==> config.mk <==
export PLATFORM = sky130hd
export DESIGN_NAME = writeback_arbiter
export DESIGN_NICKNAME = d
export VERILOG_FILES = /design/src/rtl/writeback_arbiter.sv
export SDC_FILE = /design/constraint.sdc
export NUM_CORES = 1
export LEC_CHECK = 0
export BUFFER_PORTS_ARGS = -buffer_cell sky130_fd_sc_hd__buf_2
export CELL_PAD_IN_SITES_DETAIL_PLACEMENT = 1
export CELL_PAD_IN_SITES_GLOBAL_PLACEMENT = 1
export CORE_MARGIN = 2
export CORE_UTILIZATION = 35
export CTS_BUF_LIST = sky130_fd_sc_hd__clkbuf_16
export DETAILED_ROUTE_END_ITERATION = 7
export PLACE_DENSITY_LB_ADDON = 0.1
export REMOVE_ABC_BUFFERS = 1
export SLEW_MARGIN = 20
export SYNTH_ARGS = -nofsm -noshare
export SYNTH_HDL_FRONTEND = slang
export SYNTH_SLANG_ARGS = --single-unit
==> constraint.sdc <==
create_clock -name clk -period 3.24 [get_ports clk]
set_input_delay 0.162 -clock clk [delete_from_list [all_inputs] [get_ports clk]]
set_output_delay 0.162 -clock clk [all_outputs]
set_load 0.03 [all_outputs]
==> src/rtl/writeback_arbiter.sv <==
// writeback_arbiter: merges ALU results and buffered load returns onto the
// single register-file write port, with starvation guard and rd query.
// Ports: clk, rst_n; alu_valid/alu_ready/alu_rd/alu_data;
//        load_valid/load_ready/load_rd/load_data; q_rs/q_hit; rd/wr/wd.
`ifndef DATA_WIDTH
`define DATA_WIDTH 32
`endif

module writeback_arbiter #(
    parameter int DATA_WIDTH   = `DATA_WIDTH,
    parameter int DEPTH        = 4,
    parameter int STARVE_LIMIT = 8
) (
    input  logic                  clk,
    input  logic                  rst_n,
    input  logic                  alu_valid,
    output logic                  alu_ready,
    input  logic [4:0]            alu_rd,
    input  logic [DATA_WIDTH-1:0] alu_data,
    input  logic                  load_valid,
    output logic                  load_ready,
    input  logic [4:0]            load_rd,
    input  logic [DATA_WIDTH-1:0] load_data,
    input  logic [4:0]            q_rs,
    output logic                  q_hit,
    output logic [4:0]            rd,
    output logic                  wr,
    output logic [DATA_WIDTH-1:0] wd
);

    localparam int PW = $clog2(DEPTH);
    localparam int CW = $clog2(DEPTH + 1);
    localparam int WW = $clog2(STARVE_LIMIT + 1);

    logic [4:0]            r_mem_rd   [DEPTH];
    logic [DATA_WIDTH-1:0] r_mem_data [DEPTH];
    logic [PW-1:0]         r_wptr;
    logic [PW-1:0]         r_rptr;
    logic [CW-1:0]         r_count;
    logic [WW-1:0]         r_wait;
    logic [4:0]            r_rd;
    logic                  r_wr;
    logic [DATA_WIDTH-1:0] r_wd;

    logic w_empty;
    logic w_force;
    logic w_alu_win;
    logic w_pop;
    logic w_push;
    logic w_hit;

    assign w_empty    = (r_count == '0);
    assign load_ready = (r_count != CW'(DEPTH));
    assign w_force    = (r_wait == WW'(STARVE_LIMIT)) && !w_empty;
    assign alu_ready  = !w_force;
    assign w_alu_win  = !w_force && alu_valid && (alu_rd != 5'd0);
    // Head pops whenever the ALU does not take the slot (forced or not).
    assign w_pop      = !w_empty && !w_alu_win;
    // x0 loads complete the handshake but are never stored.
    assign w_push     = load_valid && load_ready && (load_rd != 5'd0);

    // Entry i is live when its distance from the read pointer is < count.
    always_comb begin
        logic [PW-1:0] w_off;
        w_hit = 1'b0;
        w_off = '0;
        for (int i = 0; i < DEPTH; i++) begin
            w_off = PW'(i) - r_rptr;
            if (({1'b0, w_off} < r_count) && (r_mem_rd[i] == q_rs))
                w_hit = 1'b1;
        end
        q_hit = w_hit && (q_rs != 5'd0);
    end

    always_ff @(posedge clk or negedge rst_n) begin
        if (!rst_n) begin
            for (int i = 0; i < DEPTH; i++) begin
                r_mem_rd[i]   <= '0;
                r_mem_data[i] <= '0;
            end
            r_wptr  <= '0;
            r_rptr  <= '0;
            r_count <= '0;
            r_wait  <= '0;
            r_rd    <= '0;
            r_wr    <= 1'b0;
            r_wd    <= '0;
        end else begin
            if (w_push) begin
                r_mem_rd[r_wptr]   <= load_rd;
                r_mem_data[r_wptr] <= load_data;
                r_wptr             <= r_wptr + 1'b1;
            end
            if (w_pop)
                r_rptr <= r_rptr + 1'b1;
            if (w_push && !w_pop)
                r_count <= r_count + 1'b1;
            else if (!w_push && w_pop)
                r_count <= r_count - 1'b1;

            if (w_empty || w_pop)
                r_wait <= '0;
            else if (r_wait != WW'(STARVE_LIMIT))
                r_wait <= r_wait + 1'b1;

            if (w_alu_win) begin
                r_wr <= 1'b1;
                r_rd <= alu_rd;
                r_wd <= alu_data;
            end else if (w_pop) begin
                r_wr <= 1'b1;
                r_rd <= r_mem_rd[r_rptr];
                r_wd <= r_mem_data[r_rptr];
            end else begin
                r_wr <= 1'b0;
            end
        end
    end

    assign rd = r_rd;
    assign wr = r_wr;
    assign wd = r_wd;

endmodule

-- Word-level counts from Yosys, hierarchy flattened
Cells that the tools add are included.
W data, S select, Z words.
- register bits: 197
- input port bits: 83
- output and inout port bits: 41
- reductions and logical operators: 27
- equal/unequal tests: 7
- $lt $le $gt $ge: 7
- bitwise logic cells: 2
- muxes and demuxes: 26
- add/subtract/negate cells: 9
- operators by type and width (kind ; count):
    $mux W32 ; 5
    $bwmux W128 ; 1
    $bmux W32 S2 ; 1
    $demux W32 S2 ; 1
    $mux W5 ; 5
    $bwmux W20 ; 1
    $eq A5 B5 Y1 ; 4
    $reduce_bool A5 Y1 ; 3
    $logic_and A1 B1 Y1 ; 14
    $lt A2 B3 Y1 ; 4
    $bmux W5 S2 ; 1
    $demux W5 S2 ; 1
    $mux W4 ; 2
    $ge A3 B3 Y1 const B ; 2
    $mux W1 ; 6
    $mux W3 ; 2
    $not A2 Y3 ; 2
    $reduce_bool A2 Y1 ; 3
    $logic_not A1 Y1 ; 5
    $add A2 B1 Y2 const B ; 2
    $add A4 B1 Y4 const B ; 1
    $eq A4 B4 Y1 const B ; 1
    $ne A4 B4 Y1 const B ; 1
    $sub A1 B2 Y2 const A ; 2
    7 further kinds ; 8

-- Depth between registers and ports, before layout
Gate-level depths: netlist of the first run.
- word-level depth: 11
- mapped depth: 11

-- Worst setup path before layout of the first run
OpenSTA, ideal clock, no wires.
- path type: reg2out
- from: register r_rptr[1]
- to: output q_hit
- required time: 3078 ps
- path buffers: 2
- path slack: 767 ps
- arrival time: 2311 ps
- stages on the path, launching flop included: 9
- path through: dfrtp_1 buf_2 buf_1 inv_1 ha_1 nor2b_1 a2111oi_0 a21oi_1 a21oi_1
- word-level cells in the longest chain between the ends: 8
- RTL lines (element ; line ; RTL):
    start: declaration ; 38 ; logic [PW-1:0] r_rptr;
    start signal: assignment ; 95 ; r_rptr <= r_rptr + 1'b1;
    $sub A1 B2 Y2 ; 68 ; w_off = PW'(i) - r_rptr;
    $lt A2 B3 Y1 ; 69 ; if (({1'b0, w_off} < r_count) && (r_mem_rd[i] == q_rs))
    $logic_and A1 B1 Y1 ; 69 ;
    $mux W1 (3 in a row) ; 69 ;
    $mux W1 * ; 69 ;
    $logic_and A1 B1 Y1 * ; 72 ; q_hit = w_hit && (q_rs != 5'd0);
    end: declaration ; 25 ; output logic q_hit,
Every way passes the cells marked *; elsewhere a longest branch is shown, timed or not.

-- Worst setup path in the final report of the first run
- from: register r_rptr[0]
- to: output q_hit
Same word-level chain as after synthesis.

==> flow_summary.json, run 1 <==
{
  "slew_viol_final": 0,
  "nets": 887,
  "area_growth_pct": 23.24,
  "ant_nets": 0,
  "drive_gt1_share_pct": 29.98,
  "final_core_util_pct": 43.46,
  "syn-cell-area_um2": 9111,
  "htree_levels": 4,
  "dr.pass1.iters": 4,
  "peakVddDrop_uv": 372.5,
  "grt_pass1_vias": 6560,
  "ys_top_cells_by_count": "197 x dfrtp_1, 120 x mux2_1, 37 x mux4_2",
  "die_h_um": 165.3,
  "leakage_nw": 4.981,
  "gp_congestion": 0.8033,
  "yosys_register_bits": 197,
  "p_per_area_nw_per_um2": 975.2,
  "clk_latency_ns": 0.44,
  "path_max_fanout": 16,
  "hold_class": "in -> reg",
  "vias_per_cell": 5.081,
  "crit_required_ns": 3.08,
  "yosys_warnings": 0,
  "syn_avg_cell_area_um2": 14.96,
  "met3_usage_pct": 2.972,
  "synth_edf_count": 0,
  "postSynth.asyncResetShare_pct": 100.0,
  "grt_usage_pct": 17.67,
  "critPathKind": "reg -> out",
  "die_w_um": 165.3,
  "dp.final_hpwl_um": 14680,
  "final-seq-area_um2": 4935,
  "synthCells": 609,
  "slew_headroom_pct": 37.50,
  "postCtsSetupBuffers": 0,
  "antenna_found_initial": 0,
  "num_io_pins": 124,
  "synth_top_area_cell": "dfrtp_1",
  "synth.most_common_cell": "dfrtp_1",
  "maxCapViolCount": 0,
  "end_kind": "output port",
  "grtUsageMet1_pct": 23.19,
  "cts_sinks": 197,
  "synth_cell_types": 40,
  "period_share_pct": 80.98,
  "clock_path_buffers": 2,
  "hold_viol_final": 0,
  "ctsRootBufferMaster": "clkbuf_16",
  "dieArea_um2": 27340,
  "wl_per_cell_um": 20.06,
  "rsz0062_at_grt": "false",
  "clkSlewWorstSetupHoldPaths_ns": 0.07,
  "start_util_pct": 35.26,
  "synth-main-ff-cell": "dfrtp_1",
  "dp_cells": 1038,
  "drt_iter0_drc": 259,
  "setup_violations": 0,
  "routed_wl_um": 22870,
  "via_count": 5792,
  "period_needed_ns": 2.624,
  "worstMarginPinSlew_ns": 0.9375,
  "synth_area_leaders": "dfrtp_1 54%, mux2_1 15%, mux4_2 9.1%",
  "grt_pass1_wl_um": 36430,
  "multiInputGateArea_um2": 3797,
  "synth_seq_area_share_pct": 54.11,
  "fin_cells": 1140,
  "worst_clock_skew_ns": 0.01615,
  "synth_top_area_share_pct": 54.11,
  "port_buffers": 123,
  "grt_max_degree": 80,
  "total_power_mw": 10.95,
  "grt.overflow.total": 0,
  "cp-start-kind": "flip-flop",
  "fin_hold_ws_ns": 0.007152,
  "core_um2": 25840,
  "worstPathArrival_ns": 2.46,
  "max_freq_mhz": 381.1,
  "outcome": "finished, final reports clean",
  "cts_tree": "done",
  "grt-busiest-layer": "met2",
  "route.detailed.drc": 0,
  "numCtsBuffers": 17,
  "nFillCells": 2640,
  "num_rows": 59,
  "met2_usage_pct": 30.63
}
-- logic make-up after synthesis --
group,Yosys count,share of synthesized area [%]
xor gates and xnor gates,29,2.788
DFF,197,54.11
AOI/OAI and AO/OA,66,5.493
muxes,186,27.56
buffers and inverters,68,4.339
adders and majority gates,12,1.730
and+or+nand+nor,51,3.982
-- per-layer routing --
metal / vias to the layer above / wire length (um)
met3: 17 / 582
li1: 2614 / -
met2: 86 / 11740
met5: - / 0
met4: 0 / 235
met1: 3075 / 10310
-- flip-flops by register name (all words and copies together), names as in the netlist --
name        cells
r_mem_data    128
r_wptr          2
r_wait          4
rd              5
r_count         3
wr              1
r_rptr          2
r_mem_rd       20
wd             32
-- power by group --
group | switching, mW | internal, mW
sequential | 0.824 | 3.71
clock | 1.00 | 1.01
combinational | 2.19 | 2.23
total | 4.01 | 6.94
-- stage by stage --
stage	setup TNS, ns	instance area (um^2)	setup slack [ns]
2_1_floorplan	-0.01609	8821	-0.01609
3_3_place_gp	0	9976	0.8694
3_5_place_dp	0	9976	0.8439
4_1_cts	0	11230	0.5511
5_1_grt	0	11230	0.3993
6_report	0	11230	0.6163
-- worst paths after layout --
kind                       slack (ns)        endpoint  depth (start not counted)      startpoint
hold / removal                  0.007    r_mem_rd[15]                          2      load_rd[0]
min in group asynchronous        0.28          wd[16]                          2           rst_n
hold reg to reg                  0.49  r_mem_data[48]                          1  r_mem_data[48]
max in group asynchronous        2.10           wd[2]                          3           rst_n
setup reg to reg                 0.84           wd[4]                          5      r_count[0]
setup / recovery                 0.62           q_hit                          7       r_rptr[0]
-- layout make-up --
class / instances / area share, %
clock buffers: 17 / 3.789
well taps: 335 / 3.733
clock inverters: 14 / 1.103
repair buffers: 204 / 12.65
flip-flops and latches: 197 / 43.95
diodes: 1 / 0.02229
inverters: 28 / 0.9360
multi-input cells: 344 / 33.82
-- cell usage in the layout, fill, tap and decap left out, types with 3 or more instances in the layout --
cell type | Yosys | routed
a21oi_1 | 5 | 5
a221o_1 | 22 | 22
a22oi_1 | 16 | 16
and3_1 | 22 | 22
buf_2 | 9 | 122
buf_4 | 4 | 10
clkbuf_16 | 0 | 17
clkinvlp_4 | 0 | 3
dfrtp_1 | 197 | 195
dlygate4sd3_1 | 0 | 70
ha_1 | 11 | 11
inv_1 | 27 | 28
inv_6 | 0 | 3
inv_8 | 0 | 3
mux2_1 | 120 | 120
mux2_2 | 29 | 29
mux4_2 | 37 | 37
nand2_8 | 4 | 4
nor2_1 | 5 | 4
nor3_1 | 4 | 4
o21ai_0 | 17 | 17
or4_1 | 3 | 3
xnor2_1 | 15 | 15
xor2_1 | 14 | 14
-- worst max-delay path, stage by stage, from the launching register on --
cell and delay, ns:
dfrtp_4 0.63, xnor2_1 0.27, inv_1 0.07, ha_1 0.28
a221oi_1 0.32, a21oi_1 0.12, a21oi_1 0.14, buf_2 0.21
-- what timing repair did --
action	4_1_cts	5_1_grt
resized for setup	0	0
hold buffers	70	0
endpoints found under the hold margin	205	0
No activity file was read; power rests on OpenSTA's default activity.
==> inputs of run 2 (changes only) <==
==> constraint.sdc (replaced) <==
create_clock -name clk -period 2.2 [get_ports clk]
set_input_delay 0.11 -clock clk [delete_from_list [all_inputs] [get_ports clk]]
set_output_delay 0.11 -clock clk [all_outputs]
set_load 0.03 [all_outputs]
==> run 2 against run 1 <==
Net effect: critical endpoint unchanged; critical path type unchanged; largest cell class unchanged; combinational power grew 66%; critical path depth shrank 1; worst setup slack lost 0.65 ns; first-iteration DRC count shrank 38%; sequential power grew 44%; sequential cell count is the same; routed wire length grew 2.2%; hold slack gained 0.15 ns; via count grew 2.2%; the flow now finishes with violations (setup timing).
==> flow_summary.json, run 2 (synthesized netlist as in run 1, its figures left out) <==
{
  "worstMarginPinSlew_ns": 0.4851,
  "period_needed_ns": 2.233,
  "start_util_pct": 35.26,
  "grt_usage_pct": 17.90,
  "cts_tree": "done",
  "path_max_fanout": 2,
  "diodes": 0,
  "cp-start-kind": "flip-flop",
  "numCtsBuffers": 17,
  "maxCapViolCount": 0,
  "end_kind": "output port",
  "ant_nets": 0,
  "final_cell_area_um2": 11770,
  "grt_max_degree": 83,
  "most-common-layout-cells": "194 x dfrtp_1, 121 x buf_2, 120 x mux2_1",
  "max_freq_mhz": 447.9,
  "worst_clock_skew_ns": 0.01691,
  "clock_path_buffers": 2,
  "routed_wl_um": 23360,
  "die_w_um": 165.3,
  "final_common_cell": "dfrtp_1",
  "grt.overflow.total": 0,
  "period_share_pct": 101.5,
  "r2r-start": "r_count[2]",
  "setup_violations": 1,
  "drt_iter0_drc": 161,
  "htree_levels": 4,
  "antenna_found_initial": 0,
  "ctsRootBufferMaster": "clkbuf_16",
  "p_per_area_nw_per_um2": 1439,
  "via_count": 5918,
  "outcome": "complete, but fails checks",
  "final_core_util_pct": 45.54,
  "placed_area_um2": 10320,
  "dp.final_hpwl_um": 15490,
  "critPathKind": "reg -> out",
  "vias_per_cell": 5.067,
  "rsz0062_at_grt": "true",
  "hold_viol_final": 0,
  "clkSlewWorstSetupHoldPaths_ns": 0.08,
  "worstPathArrival_ns": 2.12,
  "violations": "setup timing",
  "num_io_pins": 124,
  "slew_headroom_pct": 67.66,
  "crit_required_ns": 2.09,
  "gp_congestion": 0.7726,
  "preCtsSetupSlack_ns": 0.05719,
  "route.detailed.drc": 0,
  "drive_gt1_share_pct": 34.09,
  "slew_viol_final": 0,
  "setup_slack_ns": -0.03261,
  "port_buffers": 123,
  "grt_pass1_vias": 6675,
  "largest_reg_flops": 128,
  "core_um2": 25840,
  "cp-startpoint": "r_rptr[0]",
  "area_growth_pct": 29.15,
  "die_h_um": 165.3,
  "clk_latency_ns": 0.43,
  "leakage_nw": 5.235,
  "cts_sinks": 197,
  "dieArea_um2": 27340,
  "peakVddDrop_uv": 592.9,
  "top_register": "r_mem_data",
  "num_rows": 59,
  "hold_class": "in -> async",
  "grt_pass1_wl_um": 36980,
  "dr.pass1.iters": 4,
  "nets": 915,
  "wl_per_cell_um": 20.00
}
run 2: cell count changes in the layout (fill, tap and decap cells not counted), sizes merged:
cell and change:
clkinvlp -2, inv +2, buf +23, diode -1, bufinv +1, dlygate4sd3 +5
run 2: worst paths after layout:
path	end	slack (ns)	depth (start not counted)
min in group clk	r_count[0]	0.28	4
min	r_mem_data[38]	0.16	2
max reg2reg	r_count[1]	0.07	7
max	q_hit	-0.03	6
max in group asynchronous	r_count[1]	1.25	3
min reg2reg	r_mem_data[45]	0.49	1
run 2: what timing repair did:
item | CTS | global route
endpoints found under the setup margin | 1 | 35
pin swaps | 4 | 13
gates cloned | 0 | 0
hold buffers | 75 | 0
hold endpoints to repair | 267 | 0
setup buffers | 2 | 0
resized for setup | 12 | 16
run 2: area by class of cell:
| cell class | instances | area [um^2] |
|---|---|---|
| Fill cell | 2608 | 14070 |
| Tap cell | 335 | 419.2 |
| Clock buffer | 17 | 425.4 |
| Clock inverter | 15 | 145.1 |
| Sequential cell | 197 | 4936 |
| Timing Repair Buffer | 232 | 1837 |
| Inverter | 28 | 110.1 |
| Multi-Input combinational cell | 344 | 3895 |
run 2: metrics by stage:
stage	setup TNS [ns]	instances	total power, mW	hold slack [ns]
floorplan	-29.26	569	11.13	-0.1856
global placement	0	1059	13.28	0.05638
detailed placement	0	1059	13.67	0.06182
CTS	-0.02498	1168	17.09	0.1566
global route	-0.1707	1168	18.05	0.1701
finish	-0.03261	1168	16.93	0.1616
run 2: where the power goes:
part | internal [mW] | switching [mW]
clock | 1.60 | 1.49
sequential | 5.46 | 1.08
combinational | 3.76 | 3.55
run 2: per-layer routing:
| metal | vias to the layer above | global-route usage [%] | wire length [um] |
|---|---|---|---|
| met5 | - | 0 | 0 |
| met4 | 0 | 4.154 | 256 |
| met3 | 16 | 3.022 | 634 |
| met2 | 94 | 31.29 | 11910 |
| met1 | 3143 | 23.31 | 10560 |
| li1 | 2665 | - | - |
run 2: critical path: stages, from the launching register on:
cell and delay (ns):
dfrtp_4 0.52, xnor2_4 0.19, ha_1 0.27, a221oi_2 0.26, a21oi_1 0.09, a21oi_1 0.19, buf_4 0.19
